==> src/rtl/channel_pkg.sv <==
// Definitions shared by both ends of a PE-to-PE channel: the flit framing-bit
// positions and the sender state encoding.
package channel_pkg;

    // Framing-bit positions, counted upward from WORD_WIDTH: flit = {last, first, word}.
    localparam int FLIT_FIRST_BIT = 0;
    localparam int FLIT_LAST_BIT  = 1;

    typedef enum logic {
        ST_IDLE = 1'b0,
        ST_SEND = 1'b1
    } chan_state_e;

endpackage : channel_pkg

==> src/rtl/channel_msg_serializer.sv <==
// Transmit end of a blocking channel. Accepts one NUM_WORDS-word message per handshake
// and writes it one framed flit per cycle, stalling while the channel reports full.
module channel_msg_serializer
    import channel_pkg::*;
#(
    parameter int WORD_WIDTH = 8,
    parameter int NUM_WORDS  = 4
) (
    input  logic                            clk,
    input  logic                            reset,
    input  logic                            initialize,
    input  logic [WORD_WIDTH*NUM_WORDS-1:0] msg_data,
    input  logic                            msg_valid,
    output logic                            msg_ready,
    output logic [WORD_WIDTH+1:0]           ch_data,
    output logic                            ch_valid,
    input  logic                            ch_is_full,
    output logic                            busy
);

    localparam int             IDX_W    = (NUM_WORDS > 1) ? $clog2(NUM_WORDS) : 1;
    localparam logic [IDX_W-1:0] LAST_IDX = IDX_W'(NUM_WORDS - 1);

    chan_state_e                     state_q, state_d;
    logic [IDX_W-1:0]                idx_q, idx_d;
    logic [WORD_WIDTH*NUM_WORDS-1:0] buf_q, buf_d;

    logic clear;
    logic last_word;
    logic accept;

    assign clear     = reset | initialize;
    assign last_word = (idx_q == LAST_IDX);

    // NOTE: every combinational output gets a default first, so no path can infer a latch.
    always_comb begin
        state_d   = state_q;
        idx_d     = idx_q;
        buf_d     = buf_q;
        busy      = (state_q == ST_SEND);
        ch_valid  = (state_q == ST_SEND) && !ch_is_full;
        msg_ready = !clear &&
                    ((state_q == ST_IDLE) || ((state_q == ST_SEND) && last_word && !ch_is_full));
        accept    = msg_valid && msg_ready;

        ch_data                              = '0;
        ch_data[WORD_WIDTH-1:0]              = buf_q[int'(idx_q)*WORD_WIDTH +: WORD_WIDTH];
        ch_data[WORD_WIDTH + FLIT_FIRST_BIT] = (idx_q == '0);
        ch_data[WORD_WIDTH + FLIT_LAST_BIT]  = last_word;

        unique case (state_q)
            ST_IDLE: begin
                if (accept) begin
                    buf_d   = msg_data;
                    idx_d   = '0;
                    state_d = ST_SEND;
                end
            end
            ST_SEND: begin
                if (!ch_is_full) begin
                    if (!last_word) begin
                        idx_d = idx_q + 1'b1;
                    end else if (accept) begin
                        // Back-to-back: the next message starts with no idle cycle.
                        buf_d = msg_data;
                        idx_d = '0;
                    end else begin
                        idx_d   = '0;
                        state_d = ST_IDLE;
                    end
                end
            end
            default: begin
                state_d = ST_IDLE;
                idx_d   = '0;
            end
        endcase
    end

    // NOTE: sequential state uses non-blocking assignments so all registers update together.
    always_ff @(posedge clk) begin
        if (clear) begin
            state_q <= ST_IDLE;
            idx_q   <= '0;
        end else begin
            state_q <= state_d;
            idx_q   <= idx_d;
        end
    end

    // NOTE: the message buffer has no reset; it is always loaded before it is read.
    always_ff @(posedge clk) begin
        buf_q <= buf_d;
    end

endmodule : channel_msg_serializer

==> config.mk <==
export PLATFORM = sky130hd
export DESIGN_NAME = channel_msg_serializer
export DESIGN_NICKNAME = d
export VERILOG_FILES = /design/src/rtl/channel_pkg.sv /design/src/rtl/channel_msg_serializer.sv
export SDC_FILE = /design/constraint.sdc
export NUM_CORES = 1
export LEC_CHECK = 0
export ABC_AREA = 1
export ABC_CLOCK_PERIOD_IN_PS = 3350
export BUFFER_PORTS_ARGS = -buffer_cell sky130_fd_sc_hd__buf_2
export CAP_MARGIN = 20
export CORE_AREA = 2 2 72 57
export CTS_BUF_LIST = sky130_fd_sc_hd__clkbuf_16
export CTS_CLUSTER_SIZE = 10
export DETAILED_ROUTE_END_ITERATION = 6
export DIE_AREA = 0 0 74 59
export PLACE_DENSITY = 0.68
export SLEW_MARGIN = 20
export SYNTH_ARGS = -nofsm -noshare
export SYNTH_HDL_FRONTEND = slang
export SYNTH_SLANG_ARGS = --single-unit
==> constraint.sdc <==
create_clock -name clk -period 3.35 [get_ports clk]
set_clock_uncertainty 0.1 [all_clocks]
set_input_delay 0.335 -clock clk [delete_from_list [all_inputs] [get_ports clk]]
set_output_delay 0.335 -clock clk [all_outputs]
set_load 0.02 [all_outputs]
==> results.toml, run 1 <==
[grt]
grt_pass1_vias = 994
grt_max_degree = 33
grt_pass1_wl_mm = 4.37
antenna_found_initial = 0
grt_usage_pct = 14.3
grt-ovfl-total = 0

[clock_network]
htree_levels = 2
post_cts_buffers = 0
cts.sinks = 35
path_clk_slew_ps = 60
cts_tree = "built"
post_cts_resized = 0
cts_buffer_depth = 2
cts-buffers-inserted = 5
clk_latency_ps = 270
hold_buffers = 0
root_buffer = "clkbuf_16"

[critical_path]
critPathMaxFanout = 19
criticalPathCategory = "flop to output pin"
arrival_ps = 1630
crit_path_frequent_cell = "nor2_1"
critical-path-slowest-cell = "dfxtp_1"
max_stage_delay_ps = 300
worstPathRequired_ps = 2910
crit_path_end_kind = "output pin"
cp_cell_sequence = "buf_4, ha_1, inv_1, nor2_1, nor2_1, nor2_1, buf_2"
critPathLaunchType = "flop"

[routing]
vias_per_cell = 4.71
drt_wl_total_mm = 2.86
ant_nets = 0
wl_per_cell_um = 13.7
drtIter0Drc = 38
first_pass_iters = 4
vias = 985
drc = 0

[pwr]
vdd_drop_max_mv = 0.327
power.leakage_nw = 0.739
power_density_nw_per_um2 = 532

[logic_synthesis]
ys_types = 21
avgSynthCellArea_um2 = 13.8
synth_fp_nets = 142
synth_area_leaders = "edfxtp_1 (67%), o21ai_0 (5.6%), nor2_1 (5.3%), dfxtp_1 (4.2%), o22ai_1 (3.5%)"
syn_inst = 103
ys_ff_latch = 35
synthesis.area_um2 = 1430
synth_largest_area_cell = "edfxtp_1"
synth_warnings = 0
ys_seq_area_share_pct = 71.6
yosys.area.top_type_share_pct = 67.4

[sta]
final-hold-violation-count = 0
fmax_ghz = 0.483
relSlewSlack_pct = 72.5
period_minus_slack_ps = 2070
finalSetupViolCount = 0
slew_viol_final = 0
fin_hold_ws_ps = 127
rsz0062_at_grt = "false"
tns_ps = 0
period_share_pct = 61.8
worst_pin_slew_ps = 412

[placed_design]
gp_congestion = 0.748
dpl_cell_area_um2 = 1710
io_buffers = 49
dp.cells = 201
dpl.hpwl_mm = 1.97

[finish]
post-route-util_pct = 51.6
diodes = 0
final_cell_count_no_fill = 209
syn2layout_area_growth_pct = 29.7
final_common_cell = "buf_2"
final_cell_mix = "buf_2 (49), edfxtp_1 (32), nor2_1 (20), o21ai_0 (16), o22ai_1 (8)"
drive_above_1_share_pct = 41.4
stdcell_area_um2 = 1850
n_fill_cell = 304
nNetsFinal = 195

[run_status]
status = "complete, no violations"

[floorplanning]
initial_core_util_pct = 39.7
die_area_um2 = 4370
design.core.area_um2 = 3590
io_pins = 50
die_h_um = 59
rows = 19
die_w_um = 74

[hold_path]
hold_class = "input port to flop"

[run]
cap_violations = 0
## cell usage after synthesis, drive strengths merged
| master | count |
|---|---|
| nor2 | 21 |
| inv | 7 |
| ha | 2 |
| o21ai | 17 |
| dfxtp | 3 |
| a21oi | 2 |
| o22ai | 8 |
| buf | 5 |
| edfxtp | 32 |
| nand4 | 1 |
| nand2 | 1 |
| nand3 | 3 |
| nor3b | 1 |
## where the power goes
group          internal (mW)  switching [mW]  total (mW)
Clock                  0.272           0.168       0.440
Sequential             0.491         0.00336       0.494
Combinational         0.0223          0.0270      0.0494
## path summary, 6_finish.rpt
path,start,end,slack (ps),cells after the start
max,idx_q[0],msg_ready,1280,7
min,msg_data[21],buf_q[21],130,1
max reg2reg,idx_q[0],buf_q[18],1320,7
min reg2reg,busy,idx_q[0],440,2
## flip-flops by register name (all words and copies together), names as in the netlist
name and flops:
buf_q 32, busy 1, idx_q 2
## metal layers
layer	vias up	GRT usage, %	share of wire (%)
li1	480	-	-
met1	463	15.7	43
met2	32	23.9	48
met3	10	5.78	6.6
met4	0	7.53	2.6
met5	-	0	0
## cell families after synthesis
family	count (synthesis)	synth area share [%]
and+or+nand+nor	27	10.0
AOI/OAI and AO/OA	27	10.4
adders and majority gates	2	1.75
buffers and inverters	12	6.23
DFF	35	71.6
## metrics by stage
step,setup slack [ps],total power [mW]
floorplan,819,0.522
global placement,1400,0.551
detailed placement,1320,0.553
CTS,1270,0.992
global route,1100,1.01
finish,1280,0.984
## worst max-delay path: cells and delay by family, from the launching register on
kind	cells	cell delay [ps]
buf+inv	3	470
flops	1	300
fa+ha+maj	1	230
simple gates	3	360
## layout make-up
cell class,count,area [um^2],share of cell area [%]
Clock inverter,3,17.5,0.947
Multi-Input combinational cell,56,328,17.7
Clock buffer,5,125,6.76
Inverter,7,33.8,1.83
Sequential cell,35,1020,55.2
Tap cell,52,65.1,3.52
Timing Repair Buffer,51,260,14.1
Note: power is estimated with default switching activity, not from simulation.
==> inputs of run 2 (changes only) <==
--- a/config.mk
+++ b/config.mk
@@ -6,7 +6,7 @@
 export NUM_CORES = 1
 export LEC_CHECK = 0
 export ABC_AREA = 1
-export ABC_CLOCK_PERIOD_IN_PS = 3350
+export ABC_CLOCK_PERIOD_IN_PS = 2070
 export BUFFER_PORTS_ARGS = -buffer_cell sky130_fd_sc_hd__buf_2
 export CAP_MARGIN = 20
 export CORE_AREA = 2 2 72 57
@@ -14,7 +14,7 @@
 export CTS_CLUSTER_SIZE = 10
 export DETAILED_ROUTE_END_ITERATION = 6
 export DIE_AREA = 0 0 74 59
-export PLACE_DENSITY = 0.68
+export PLACE_DENSITY = 0.65
 export SLEW_MARGIN = 20
 export SYNTH_ARGS = -nofsm -noshare
 export SYNTH_HDL_FRONTEND = slang
==> constraint.sdc (replaced) <==
create_clock -name clk -period 2.07 [get_ports clk]
set_clock_uncertainty 0.1 [all_clocks]
set_input_delay 0.207 -clock clk [delete_from_list [all_inputs] [get_ports clk]]
set_output_delay 0.207 -clock clk [all_outputs]
set_load 0.02 [all_outputs]
==> run 2 against run 1 <==
Effect of this change:
- non-clock buffer count up 8
- sequential cell count unchanged
- cell count up 3.8%
- clock power up 56%
- via count up 3.0%
- final area up 5.7%
- first-iteration DRC count up 89%
- global-route usage up 0.65 points
- critical endpoint is now buf_q[2]
- highest routed layer unchanged
==> results.toml, run 2 (synthesis results as in run 1) <==
[run_status]
status = "complete, no violations"

[sta]
fmax_ghz = 0.579
period_share_pct = 83.4
final-hold-violation-count = 0
finalSetupViolCount = 0
rsz0062_at_grt = "false"
relSlewSlack_pct = 84.7
worst_pin_slew_ps = 230
fin_hold_ws_ps = 6.11
slew_viol_final = 0
period_minus_slack_ps = 1730
worst_slack_ps = 344
tns_ps = 0

[run]
cap_violations = 0

[critical_path]
critPathMaxFanout = 32
r2r_end = "buf_q[2]"
crit_end = "buf_q[2]"
critPathLaunchType = "flop"
crit_path_end_kind = "flop"
arrival_ps = 1600
r2r-start = "idx_q[1]"
rrSetupSlack_ps = 340
criticalPathCategory = "flop to flop"
crit_path_start = "idx_q[1]"
worstPathRequired_ps = 1940
reg2reg_depth = 6

[grt]
grt-ovfl-total = 0
met3_usage_pct = 7.82
grt_busiest_layer = "met2"
antenna_found_initial = 0
grt_usage_pct = 14.9
grtUsageMet1_pct = 18.1
grt_pass1_wl_mm = 4.57
gr-usage-met2_pct = 22.1
grt_max_degree = 33
grt_pass1_vias = 1002

[finish]
top_register = "buf_q"
largest_reg_flops = 32
n_fill_cell = 317
final_cell_mix = "buf_2 (49), edfxtp_1 (32), nor2_1 (18), o21ai_0 (16)"
syn2layout_area_growth_pct = 37.2
nNetsFinal = 203
drive_above_1_share_pct = 41.8
diodes = 0
final_common_cell = "buf_2"

[floorplanning]
die_h_um = 59
die_area_um2 = 4370
die_w_um = 74
io_pins = 50
rows = 19
design.core.area_um2 = 3590
initial_core_util_pct = 39.7

[clock_network]
path_clk_slew_ps = 50
cts_tree = "built"
clk_latency_ps = 280
htree_levels = 2
root_buffer = "clkbuf_16"
cts.sinks = 35
hold_buffers = 4
post_cts_buffers = 0
post_cts_resized = 0
cts-buffers-inserted = 5
cts_buffer_depth = 2

[routing]
first_pass_iters = 4
wl_per_cell_um = 13.6
vias_per_cell = 4.68
vias = 1015
drc = 0
ant_nets = 0
drt_wl_total_mm = 2.94
drtIter0Drc = 72

[placed_design]
gp_congestion = 0.851
dp_slack_ps = 351
io_buffers = 49
dpl.hpwl_mm = 1.98

[pwr]
power_density_nw_per_um2 = 807
vdd_drop_max_mv = 0.472
total_power_mw = 1.58
power.leakage_nw = 0.769

[hold_path]
hold_class = "input port to flop"
run 2: changes by cell type in the layout (fill, tap and decap cells not counted), moves of 2 or more:
cell           change
dfxtp_1            -2
dfxtp_2            +2
nor2_1             -2
nor2_2             +2
dlygate4sd3_1      +8
clkinv_1           +2
run 2: metrics by stage:
step                area (um^2)  std cells  utilization [%]
floorplan                  1460        103                -
global placement           1740        201             48.5
detailed placement         1740        201             48.5
CTS                        1920        213             53.4
global route               1960        217             54.5
finish                     1960        217             54.5
run 2: worst min-delay path by stage:
stage / start / to / slack [ps] / depth (start not counted)
2_1_floorplan: msg_data[0] / buf_q[0] / 210 / 0
3_3_place_gp: msg_data[15] / buf_q[15] / 280 / 1
3_5_place_dp: msg_data[24] / buf_q[24] / 290 / 1
4_1_cts: msg_data[26] / buf_q[26] / 0.2 / 1
5_1_grt: msg_data[2] / buf_q[2] / 0.3 / 1
6_report: msg_data[27] / buf_q[27] / 6 / 1
run 2: critical path: stages (launching register included):
cell,delay [ps]
dfxtp_2,450
ha_4,170
inv_2,50
nor2_2,100
nor2_2,70
nor3b_4,220
buf_12,230
run 2: layer usage:
metal	part of all wire (%)	vias to the layer above	wire (um)
met5	0	-	0
met4	1.4	0	41
met3	7.8	6	229
met2	46	40	1340
met1	45	469	1330
li1	-	500	-
run 2: final cells by class:
| type | instances | area (um^2) | share of cell area [%] |
|---|---|---|---|
| multi-input cells | 56 | 345 | 17.6 |
| well taps | 52 | 65.1 | 3.32 |
| inverters | 7 | 33.8 | 1.73 |
| clock buffers | 5 | 125 | 6.39 |
| repair buffers | 59 | 353 | 18.0 |
| clock inverters | 3 | 11.3 | 0.575 |
| flip-flops and latches | 35 | 1020 | 52.3 |
run 2: report_power, final:
group | total, mW | internal, mW | switching [mW]
combinational | 0.0943 | 0.0479 | 0.0464
clock | 0.686 | 0.432 | 0.254
sequential | 0.800 | 0.795 | 0.00524
